===== src/rtl/ps2_frame_receiver.sv =====
// PS/2 keyboard frame receiver: synchronised/filtered ps2_clk, 11-bit frame FSM,
// E0/F0 prefix folding and a first-word-fall-through scan-code FIFO.
// Define PS2_PARITY_CHECK_EN to discard frames with bad (even) parity.
module ps2_frame_receiver #(
  parameter int FIFO_DEPTH     = 8,
  parameter int FILTER_LEN     = 4,
  parameter int TIMEOUT_CYCLES = 16384
) (
  input  logic                             clk,
  input  logic                             reset,
  input  logic                             ps2_clk,
  input  logic                             ps2_data,
  input  logic                             rd_en,
  input  logic                             clr_err,
  output logic [9:0]                       rd_data,
  output logic                             empty,
  output logic                             full,
  output logic [$clog2(FIFO_DEPTH+1)-1:0]  count,
  output logic                             err_parity,
  output logic                             err_frame,
  output logic                             err_overflow
);
  localparam int PTR_W = $clog2(FIFO_DEPTH);
  localparam int CNT_W = $clog2(FIFO_DEPTH + 1);
  localparam int FLT_W = $clog2(FILTER_LEN + 1);
  localparam int TMR_W = $clog2(TIMEOUT_CYCLES + 1);

  typedef enum logic [1:0] {IDLE, DATA, PARITY, STOP} state_t;

  logic [1:0]       clk_sync_q, data_sync_q;
  logic             filt_level_q, filt_level_d;
  logic [FLT_W-1:0] flt_cnt_q, flt_cnt_d;
  logic             fall_edge, clk_s, data_s;

  state_t           state_q, state_d;
  logic [7:0]       shift_q, shift_d;
  logic [2:0]       bit_cnt_q, bit_cnt_d;
  logic             par_q, par_d;
  logic [TMR_W-1:0] tmr_q, tmr_d;
  logic             acc_q, acc_d;
  logic             frame_err_set, par_err_set;

  logic             ext_q, ext_d, brk_q, brk_d;
  logic [PTR_W-1:0] wr_ptr_q, wr_ptr_d, rd_ptr_q, rd_ptr_d;
  logic [CNT_W-1:0] count_q, count_d;
  logic [9:0]       rd_data_q, rd_data_d, push_word, head_next;
  logic             push_req, push, pop, ovf_set;
  logic             err_parity_q, err_parity_d, err_frame_q, err_frame_d;
  logic             err_ovf_q, err_ovf_d;
  logic [9:0]       mem [FIFO_DEPTH];

  assign clk_s  = clk_sync_q[1];
  assign data_s = data_sync_q[1];

  // Level only moves once FILTER_LEN consecutive samples disagree with it.
  always_comb begin
    filt_level_d = filt_level_q;
    flt_cnt_d    = '0;
    fall_edge    = 1'b0;
    if (clk_s != filt_level_q) begin
      if (flt_cnt_q == FLT_W'(FILTER_LEN - 1)) begin
        filt_level_d = clk_s;
        fall_edge    = !clk_s;
      end else begin
        flt_cnt_d = flt_cnt_q + 1'b1;
      end
    end
  end

  always_comb begin
    state_d       = state_q;
    shift_d       = shift_q;
    bit_cnt_d     = bit_cnt_q;
    par_d         = par_q;
    acc_d         = 1'b0;
    frame_err_set = 1'b0;
    par_err_set   = 1'b0;
    if (state_q == IDLE || fall_edge) tmr_d = '0;
    else                              tmr_d = tmr_q + 1'b1;
    case (state_q)
      IDLE: if (fall_edge && !data_s) begin
        state_d   = DATA;
        bit_cnt_d = '0;
        par_d     = 1'b0;
      end
      DATA: if (fall_edge) begin
        shift_d   = {data_s, shift_q[7:1]};
        par_d     = par_q ^ data_s;
        bit_cnt_d = bit_cnt_q + 1'b1;
        if (bit_cnt_q == 3'd7) state_d = PARITY;
      end
      PARITY: if (fall_edge) begin
        par_d   = par_q ^ data_s;
        state_d = STOP;
      end
      STOP: if (fall_edge) begin
        state_d = IDLE;
        if (!data_s) begin
          frame_err_set = 1'b1;
        end else begin
`ifdef PS2_PARITY_CHECK_EN
          if (!par_q) par_err_set = 1'b1;
          else        acc_d       = 1'b1;
`else
          acc_d = 1'b1;
`endif
        end
      end
      default: state_d = IDLE;
    endcase
    if (state_q != IDLE && !fall_edge && tmr_q == TMR_W'(TIMEOUT_CYCLES - 1)) begin
      state_d       = IDLE;
      frame_err_set = 1'b1;
    end
  end

  // Accepted byte is still held in shift_q the cycle after the stop bit.
  always_comb begin
    ext_d     = ext_q;
    brk_d     = brk_q;
    push_req  = 1'b0;
    push_word = {ext_q, brk_q, shift_q};
    if (acc_q) begin
      if (shift_q == 8'hE0)      ext_d = 1'b1;
      else if (shift_q == 8'hF0) brk_d = 1'b1;
      else begin
        push_req = 1'b1;
        ext_d    = 1'b0;
        brk_d    = 1'b0;
      end
    end
    pop     = rd_en && (count_q != '0);
    push    = push_req && ((count_q != CNT_W'(FIFO_DEPTH)) || pop);
    ovf_set = push_req && !push;

    wr_ptr_d = push ? wr_ptr_q + 1'b1 : wr_ptr_q;
    rd_ptr_d = pop  ? rd_ptr_q + 1'b1 : rd_ptr_q;
    count_d  = count_q;
    if (push && !pop)      count_d = count_q + 1'b1;
    else if (pop && !push) count_d = count_q - 1'b1;

    // Bypass when the new head is the word being written this cycle.
    if (push && wr_ptr_q == rd_ptr_d) head_next = push_word;
    else                              head_next = mem[rd_ptr_d];
    rd_data_d = (count_d != '0) ? head_next : rd_data_q;

    err_parity_d = par_err_set   | (err_parity_q & ~clr_err);
    err_frame_d  = frame_err_set | (err_frame_q  & ~clr_err);
    err_ovf_d    = ovf_set       | (err_ovf_q    & ~clr_err);
  end

  always_ff @(posedge clk) begin
    if (push) mem[wr_ptr_q] <= push_word;
  end

  always_ff @(posedge clk or posedge reset) begin
    if (reset) begin
      clk_sync_q   <= 2'b11;
      data_sync_q  <= 2'b11;
      filt_level_q <= 1'b1;
      flt_cnt_q    <= '0;
      state_q      <= IDLE;
      shift_q      <= '0;
      bit_cnt_q    <= '0;
      par_q        <= 1'b0;
      tmr_q        <= '0;
      acc_q        <= 1'b0;
      ext_q        <= 1'b0;
      brk_q        <= 1'b0;
      wr_ptr_q     <= '0;
      rd_ptr_q     <= '0;
      count_q      <= '0;
      rd_data_q    <= '0;
      err_parity_q <= 1'b0;
      err_frame_q  <= 1'b0;
      err_ovf_q    <= 1'b0;
    end else begin
      clk_sync_q   <= {clk_sync_q[0], ps2_clk};
      data_sync_q  <= {data_sync_q[0], ps2_data};
      filt_level_q <= filt_level_d;
      flt_cnt_q    <= flt_cnt_d;
      state_q      <= state_d;
      shift_q      <= shift_d;
      bit_cnt_q    <= bit_cnt_d;
      par_q        <= par_d;
      tmr_q        <= tmr_d;
      acc_q        <= acc_d;
      ext_q        <= ext_d;
      brk_q        <= brk_d;
      wr_ptr_q     <= wr_ptr_d;
      rd_ptr_q     <= rd_ptr_d;
      count_q      <= count_d;
      rd_data_q    <= rd_data_d;
      err_parity_q <= err_parity_d;
      err_frame_q  <= err_frame_d;
      err_ovf_q    <= err_ovf_d;
    end
  end

  assign rd_data      = rd_data_q;
  assign count        = count_q;
  assign empty        = (count_q == '0);
  assign full         = (count_q == CNT_W'(FIFO_DEPTH));
  assign err_parity   = err_parity_q;
  assign err_frame    = err_frame_q;
  assign err_overflow = err_ovf_q;
endmodule


===== config.mk =====
export PLATFORM = sky130hd
export DESIGN_NAME = ps2_frame_receiver
export DESIGN_NICKNAME = d
export VERILOG_FILES = /design/src/rtl/ps2_frame_receiver.sv
export SDC_FILE = /design/constraint.sdc
export NUM_CORES = 1
export LEC_CHECK = 0
export CORE_MARGIN = 1
export CORE_UTILIZATION = 39
export DETAILED_ROUTE_END_ITERATION = 16
export GPL_TIMING_DRIVEN = 0
export PLACE_DENSITY = 0.55
export RECOVER_POWER = 50
export SLEW_MARGIN = 15
export SYNTH_ARGS = -nofsm -noshare
export SYNTH_HDL_FRONTEND = slang
export SYNTH_SLANG_ARGS = --single-unit

===== constraint.sdc =====
create_clock -name clk -period 3.9 [get_ports clk]
set_input_delay 0.78 -clock clk [delete_from_list [all_inputs] [get_ports clk]]
set_output_delay 0.78 -clock clk [all_outputs]
set_load 0.02 [all_outputs]

==> results of run 1 <==
## where the power goes
part / internal (mW) / switching (mW)
clock: 1.01 / 0.618
sequential: 1.75 / 0.153
combinational: 1.01 / 1.39
total: 3.78 / 2.16
## area by class of cell
type,instances,area (µm²)
sequential,142,3960
buffer,39,160.2
clock inverter,12,143.9
inverter,14,52.55
timing repair buffer,28,265.3
clock buffer,20,446.7
fill,1576,9239
tap,225,281.5
multi-input combinational,397,2868
## metrics by stage
step                  util  setup TNS [ns]
global route        0.4695               0
floorplan                -               0
detailed placement  0.4358               0
global placement    0.4314          -1.480
finish              0.4695               0
CTS                 0.4697               0
## state kept, by name (all words and copies together), names as in the netlist
register      cells
brk_q             1
flt_cnt_q         3
acc_q             1
err_overflow      1
bit_cnt_q         3
shift_q           8
filt_level_q      1
mem              80
tmr_q            15
clk_sync_q        2
state_q           2
ext_q             1
rd_ptr_q          3
count             4
data_sync_q       2
err_frame         1
rd_data          10
wr_ptr_q          3
err_parity        1
## cells in the final DEF (no fill, tap or decap), types with 13 or more instances in the layout
master	n
edfxtp_1	80
dfrtp_1	57
nor2b_1	48
nand2_1	48
a211oi_1	40
mux2i_1	32
a21oi_1	30
clkbuf_1	29
nor2_1	22
o21ai_0	20
clkdlybuf4s50_1	19
clkbuf_16	17
nand3_1	16
inv_1	14
xnor2_1	13
ha_1	13
## cells by family after synthesis
logic type / synth area share
buffers and inverters: 0.03038
adder cells (fa/ha/maj): 0.02323
XOR/XNOR: 0.02823
flip-flops: 0.5656
multiplexers: 0.08810
AO/OA/AOI/OAI: 0.1287
AND/OR/NAND/NOR: 0.1358
## worst max-delay path, cell delays in order (launching register included)
cell	delay (ns)
dfrtp_1	0.48
inv_1	0.07
ha_1	0.27
or3b_1	0.18
buf_2	0.17
and2_1	0.13
buf_2	0.18
clkbuf_1	0.45
clkbuf_1	0.50
a21oi_1	0.14
a221oi_1	0.45
o21ai_1	0.11
mux2_4	0.26
## per-layer routing
layer  global-route usage  wire (µm)
met1               0.2525       7470
met4              0.09815        424
met2               0.3226       8106
met5                    0          0
met3              0.03057        634
## final timing paths
check | from | end | slack, ns | depth (start not counted)
worst max register to register | count[0] | rd_data[6] | 0.37 | 12
worst min-delay path | clk_sync_q[0] | clk_sync_q[1] | 0.35 | 0
max in group asynchronous | reset | tmr_q[2] | 0.93 | 2
min in group asynchronous | reset | count[3] | 1.60 | 2
worst min register to register | clk_sync_q[0] | clk_sync_q[1] | 0.35 | 0
worst max-delay path | count[0] | rd_data[6] | 0.37 | 12
==> impl_metrics.yaml, run 1 <==
outcome:
  status: "complete, but fails checks"
  violations: "max-capacitance violations, max-slew violations"
worst_hold_path:
  hp-class: "reg2reg"
placed_design:
  preCtsSetupSlack_ns: 0.3635
  dpl.cell_count: 845
  placed_cell_area_mm2: 0.007590
  hpwl_um: 11410
  place.gp.congestion: 0.8075
  numPortBuffers: 23
layout:
  fin_area_mm2: 0.008178
  finalNetCount: 658
  num_antenna_cells: 0
  drive_gt1_frac: 0.1227
  area_delta_synth_final_pct: 16.80
  fin_cells: 877
drt:
  drc_errors: 0
  drt_iter0_drc: 325
  ant_nets: 0
  vias: 4875
  viasPerCell: 5.559
  wl_per_cell_um: 18.97
  wl_um: 16640
  drt_first_pass_iters: 5
cts:
  clock-root-buffer: "clkbuf_16"
  cts_tree: "done"
  cts_resized: 0
  cts_buffers: 17
  cts.htree.levels: 4
  clkTransAtPathRegs_ns: 0.06
  clkSinkCount: 142
  clk_latency_ns: 0.43
  clockBufferDepth: 2
  holdBufCountCts: 0
  cts_setup_buffers: 0
timing:
  rsz0062_at_grt: "no"
  hold_viol_final: 0
  whs_ns: 0.3530
  final-setup-viol-count: 0
  relSlewSlack: -0.5727
  finalCritPeriodShare: 0.9051
  period_minus_slack_ns: 3.530
  worst_pin_slew_ns: 2.357
  maxSlewViolCount: 63
  max_freq_mhz: 283.3
  timing.final.ws_setup_ns: 0.3702
  fin_skew_ns: 0.007841
logic_synthesis:
  synth-seq-cells: 142
  synthMostInstantiatedCell: "edfxtp_1"
  synth_cell_types: 56
  synthTopCellsByArea: "edfxtp_1 (34%), dfrtp_1 (20%), mux2i_1 (4.6%)"
  synth.cell_area_mm2: 0.007002
  syn-num-nets: 611
  syn_area_per_cell_um2: 11.83
  yosysWarnings: 0
  async_flop_share: 0.4366
  syn_inst: 592
  synth_top_area_frac: 0.3431
  synth-edff-count: 80
  synth_flop_cell: "edfxtp_1"
  synth_commonest_cells: "edfxtp_1 (80), dfrtp_1 (57), nand2_1 (48), nor2b_1 (48), a211oi_1 (40)"
  synth_area_leader_cell: "edfxtp_1"
  seq_area_frac_synth: 0.5656
grt:
  track_usage: 0.1967
  grt_pass1_wl_um: 26990
  antenna_found_initial: 0
  grt_pass1_vias: 4952
  grt_max_degree: 63
  grt_overflow: 0
critical_path:
  cp.arrival_ns: 3.84
  path_class: "reg2reg"
  required_ns: 4.21
  critical_path_peak_fanout: 10
  endpoint_kind: "register"
  setup.worst_path.start_class: "register"
die:
  die_y_um: 136.0
  coreArea_mm2: 0.01742
  fp.dieW_um: 136.0
  dieArea_mm2: 0.01849
  io_pins: 25
  num_rows: 48
  initial_core_util: 0.4020
pwr:
  ir_drop_v: 0.0004339
  leakage_nw: 3.128
  power_per_cell_area_mw_per_mm2: 726.4
  power_mw: 5.941
run:
  maxCapViolations: 1
(Power assumes the default switching activity.)
==> inputs of run 2 (changes only) <==
--- a/config.mk
+++ b/config.mk
@@ -5,9 +5,10 @@
 export SDC_FILE = /design/constraint.sdc
 export NUM_CORES = 1
 export LEC_CHECK = 0
-export CORE_MARGIN = 1
+export CORE_MARGIN = 2
 export CORE_UTILIZATION = 39
 export DETAILED_ROUTE_END_ITERATION = 16
+export GPL_ROUTABILITY_DRIVEN = 0
 export GPL_TIMING_DRIVEN = 0
 export PLACE_DENSITY = 0.55
 export RECOVER_POWER = 50
==> impl_metrics.yaml, run 2 (synthesis gave the netlist of run 1 again) <==
outcome:
  status: "complete, but fails checks"
  violations: "max-capacitance violations, max-slew violations"
cts:
  holdBufCountCts: 0
  cts_buffers: 17
  clkSinkCount: 142
  clock-root-buffer: "clkbuf_16"
  clk_latency_ns: 0.43
  cts.htree.levels: 4
  clockBufferDepth: 2
  clkTransAtPathRegs_ns: 0.06
  cts_tree: "done"
  cts_setup_buffers: 0
pwr:
  ir_drop_v: 0.0004819
  p_comb_frac: 0.411
  switchingPower_mw: 2.179
  pwr-share-seq: 0.325
  leakage_nw: 3.130
  p_sw_frac: 0.3710
  power_per_cell_area_mw_per_mm2: 720.5
  clkPwrFrac: 0.264
  power.internal_mw: 3.694
  power_mw: 5.874
grt:
  antenna_found_initial: 0
  track_usage: 0.1902
  grt_pass1_vias: 4898
  grt_pass1_wl_um: 26890
  grt_max_degree: 63
  grt_overflow: 0
timing:
  worst_pin_slew_ns: 2.332
  max_freq_mhz: 278.4
  finalCritPeriodShare: 0.9212
  fin_setup_tns_ns: 0
  hold_viol_final: 0
  rsz0062_at_grt: "no"
  maxSlewViolCount: 63
  fin_skew_ns: 0.007599
  final-setup-viol-count: 0
  relSlewSlack: -0.5549
  period_minus_slack_ns: 3.593
  timing.final.ws_setup_ns: 0.3075
worst_hold_path:
  min_from: "clk_sync_q[0]"
  hp-class: "reg2reg"
critical_path:
  endpoint_kind: "register"
  timing.rr.end: "rd_data[7]"
  critical_path_peak_fanout: 10
  path_cells: "ha_1 -> clkbuf_1 -> clkbuf_1 -> clkbuf_1 -> mux2i_1 -> a21oi_1 -> a221oi_1 -> o21ai_1 -> mux2_4"
  path_class: "reg2reg"
  crit_slowest_cell: "clkbuf_1"
  slowest_delay_ns: 0.73
  r2r-start: "rd_ptr_q[0]"
  required_ns: 4.21
  critPathLaunch: "rd_ptr_q[0]"
  cp-endpoint: "rd_data[7]"
  worst-r2r-setup-slack_ns: 0.31
  cp.arrival_ns: 3.90
  cp_common_cell: "clkbuf_1"
  setup.worst_path.start_class: "register"
  r2r_cells: 9
drt:
  dr_wl_met3_um: 728
  wl_um: 16930
  drt_first_pass_iters: 6
  drt_iter0_drc: 326
  viasPerCell: 5.533
  routed.top_layer: "met4"
  wl_met1_um: 7427
  vias: 4858
  wl_met2_um: 8492
  drc_errors: 0
  wl_per_cell_um: 19.29
  ant_nets: 0
run:
  maxCapViolations: 1
die:
  fp.dieW_um: 138.0
  coreArea_mm2: 0.01742
  die_y_um: 138.0
  num_rows: 48
  io_pins: 25
  initial_core_util: 0.4020
  dieArea_mm2: 0.01904
layout:
  fin_cells: 878
  layout_commonest_cell: "edfxtp_1"
  num_antenna_cells: 0
  fin_area_mm2: 0.008153
  drive_gt1_frac: 0.1271
  final_cell_mix: "edfxtp_1 (80), dfrtp_1 (57), nor2b_1 (48), nand2_1 (48), a211oi_1 (40)"
  largest_reg_flops: 80
  area_delta_synth_final_pct: 16.44
  largest_register: "mem"
  finalNetCount: 659
placed_design:
  numPortBuffers: 23
  preCtsSetupSlack_ns: 0.3075
  hpwl_um: 11650
  dpl.cell_count: 846
  placed_cell_area_mm2: 0.007592
[run 2: worst min-delay path by stage]
stage / to / depth (start not counted) / slack, ns
6_report: clk_sync_q[1] / 0 / 0.36
5_1_grt: clk_sync_q[1] / 0 / 0.36
4_1_cts: clk_sync_q[1] / 0 / 0.36
3_5_place_dp: clk_sync_q[1] / 0 / 0.35
3_3_place_gp: data_sync_q[1] / 0 / 0.35
2_1_floorplan: clk_sync_q[1] / 0 / 0.35
[run 2: cell type report]
type,instances,area (µm²)
buffer,39,161.4
sequential,142,3960
fill,1592,9264
clock inverter,10,83.83
clock buffer,22,475.5
inverter,14,52.55
multi-input combinational,397,2870
tap,225,281.5
timing repair buffer,29,267.8
[run 2: timing repair]
item                                    CTS  global route
resized for setup                         0             2
endpoints found under the setup margin    0             1
hold endpoints to repair                  0             0
[run 2: per-layer routing]
| layer | global-route usage | up-vias |
|---|---|---|
| met5 | 0 | - |
| met4 | 0.06916 | 0 |
| met3 | 0.04459 | 24 |
| met2 | 0.3182 | 122 |
| met1 | 0.2408 | 2428 |
| li1 | - | 2284 |
[run 2: power by group through the flow]
stage                     registers, mW  clock network, mW  logic (mW)
after floorplan                    1.98                  0        1.62
after global placement             1.93                  0        2.35
after detailed placement           1.94                  0        2.42
after CTS                          1.91               1.57        2.42
after global routing               1.94               1.64        2.61
final                              1.91               1.55        2.41
[run 2: worst max-delay path, delay by kind of cell (launching register included)]
family | cells | cell delay (ns)
flops | 1 | 0.39
mux | 2 | 0.56
fa+ha+maj | 1 | 0.28
compound gates | 3 | 0.67
buf+inv | 3 | 1.55
[run 2: stage by stage]
step | hold slack, ns | utilization
floorplan | 0.3452 | -
global placement | 0.3462 | 0.4314
detailed placement | 0.3482 | 0.4359
CTS | 0.3570 | 0.4680
global route | 0.3589 | 0.4681
finish | 0.3562 | 0.4681
==> inputs of run 3 (changes only) <==
==> constraint.sdc (replaced) <==
create_clock -name clk -period 3.4 [get_ports clk]
set_input_delay 0.68 -clock clk [delete_from_list [all_inputs] [get_ports clk]]
set_output_delay 0.68 -clock clk [all_outputs]
set_load 0.02 [all_outputs]
==> impl_metrics.yaml, run 3 (synthesis gave the netlist of run 1 again) <==
drt:
  ant_nets: 0
  drt_iter0_drc: 321
  drt_first_pass_iters: 5
  drc_errors: 0
  wl_per_cell_um: 19.27
  vias: 4862
  wl_um: 16920
  viasPerCell: 5.538
timing:
  final-setup-viol-count: 0
  whs_ns: 0.3562
  rsz0062_at_grt: "no"
  worst_pin_slew_ns: 2.326
  finalCritPeriodShare: 0.9618
  fin_skew_ns: 0.006751
  maxSlewViolCount: 63
  period_minus_slack_ns: 3.270
  max_freq_mhz: 305.8
  hold_viol_final: 0
  fin_setup_tns_ns: 0
  timing.final.ws_setup_ns: 0.1297
  relSlewSlack: -0.5507
critical_path:
  timing.rr.end: "rd_data[7]"
  setup.worst_path.start_class: "register"
  slowest_delay_ns: 0.48
  cp.arrival_ns: 3.58
  critPathLaunch: "count[0]"
  worst-r2r-setup-slack_ns: 0.13
  critical_path_depth: 12
  path_class: "reg2reg"
  cp-endpoint: "rd_data[7]"
  r2r-start: "count[0]"
  r2r_cells: 12
  crit_family: "compound AO/OA/AOI/OAI gates"
  crit_buf_inv: 4
  endpoint_kind: "register"
  required_ns: 3.71
  cp_common_cell: "buf_2"
  path_cells: "inv_1 -> ha_2 -> or3b_1 -> buf_2 -> and2_1 -> buf_2 -> clkbuf_1 -> a211oi_1 -> a21oi_1 -> a221oi_2 -> o21ai_1 -> mux2_4"
  crit_slowest_cell: "dfrtp_1"
  critical_path_peak_fanout: 10
layout:
  drive_gt1_frac: 0.1363
  finalCoreUtilization: 0.4695
  largest_register: "mem"
  fin_area_mm2: 0.008178
  final_cell_mix: "edfxtp_1 (80), dfrtp_1 (57), nor2b_1 (48), nand2_1 (48), a211oi_1 (40)"
  finalNetCount: 659
  area_delta_synth_final_pct: 16.80
  multi_input_area_mm2: 0.002885
  num_antenna_cells: 0
  fillers: 1591
  layout_commonest_cell: "edfxtp_1"
  fin_cells: 878
  seqCellArea_mm2: 0.003960
  largest_reg_flops: 80
die:
  io_pins: 25
  num_rows: 48
  initial_core_util: 0.4020
  fp.dieW_um: 138.0
  coreArea_mm2: 0.01742
  die_y_um: 138.0
  dieArea_mm2: 0.01904
pwr:
  power_mw: 6.774
  switchingPower_mw: 2.517
  ir_drop_v: 0.0005545
  power.internal_mw: 4.257
  pwr-share-seq: 0.324
  p_sw_frac: 0.3716
  power_per_cell_area_mw_per_mm2: 828.3
  clkPwrFrac: 0.262
  leakage_nw: 3.142
  p_comb_frac: 0.414
outcome:
  status: "complete, but fails checks"
  violations: "max-capacitance violations, max-slew violations"
grt:
  grt_pass1_vias: 4902
  grt_pass1_wl_um: 26910
  grt_max_degree: 63
  antenna_found_initial: 0
  track_usage: 0.1905
  grt_overflow: 0
cts:
  cts.htree.levels: 4
  cts_tree: "done"
  clkTransAtPathRegs_ns: 0.06
  clock-root-buffer: "clkbuf_16"
  clkSinkCount: 142
  clk_latency_ns: 0.43
  cts_buffers: 17
  clockBufferDepth: 2
  cts_setup_buffers: 0
placed_design:
  hpwl_um: 11650
  placed_cell_area_mm2: 0.007592
  dpl.cell_count: 846
  numPortBuffers: 23
  preCtsSetupSlack_ns: -0.1925
run:
  maxCapViolations: 1
worst_hold_path:
  hp-class: "reg2reg"
[run 3: layer usage]
metal,global-route usage,share of wire,up-vias
met5,0,0,-
met4,0.07200,0.020,0
met3,0.04459,0.040,29
met2,0.3185,0.50,112
met1,0.2403,0.44,2433
li1,-,-,2288
[run 3: worst min-delay path by stage]
stage	from	end	slack, ns	cells past startpoint
after floorplan	clk_sync_q[0]	clk_sync_q[1]	0.35	0
after global placement	data_sync_q[0]	data_sync_q[1]	0.35	0
after detailed placement	clk_sync_q[0]	clk_sync_q[1]	0.35	0
after CTS	clk_sync_q[0]	clk_sync_q[1]	0.36	0
after global routing	clk_sync_q[0]	clk_sync_q[1]	0.36	0
final	clk_sync_q[0]	clk_sync_q[1]	0.36	0
[run 3: layout make-up]
class	instances	area share
timing repair buffer	29	0.03274
multi-input combinational	397	0.3528
sequential	142	0.4842
inverter	14	0.006426
clock inverter	10	0.01025
tap	225	0.03442
clock buffer	22	0.05814
buffer	39	0.02096
[run 3: power by group through the flow]
stage / sequential (mW) / combinational, mW / clock [mW]
CTS: 2.20 / 2.79 / 1.81
global route: 2.22 / 3.02 / 1.88
floorplan: 2.27 / 1.85 / 0
global placement: 2.21 / 2.70 / 0
finish: 2.19 / 2.81 / 1.77
detailed placement: 2.23 / 2.77 / 0
[run 3: what timing repair did]
item                                    4_1_cts  5_1_grt
hold buffers                                  0        0
endpoints found under the setup margin        6       10
gates resized for setup                       5        4
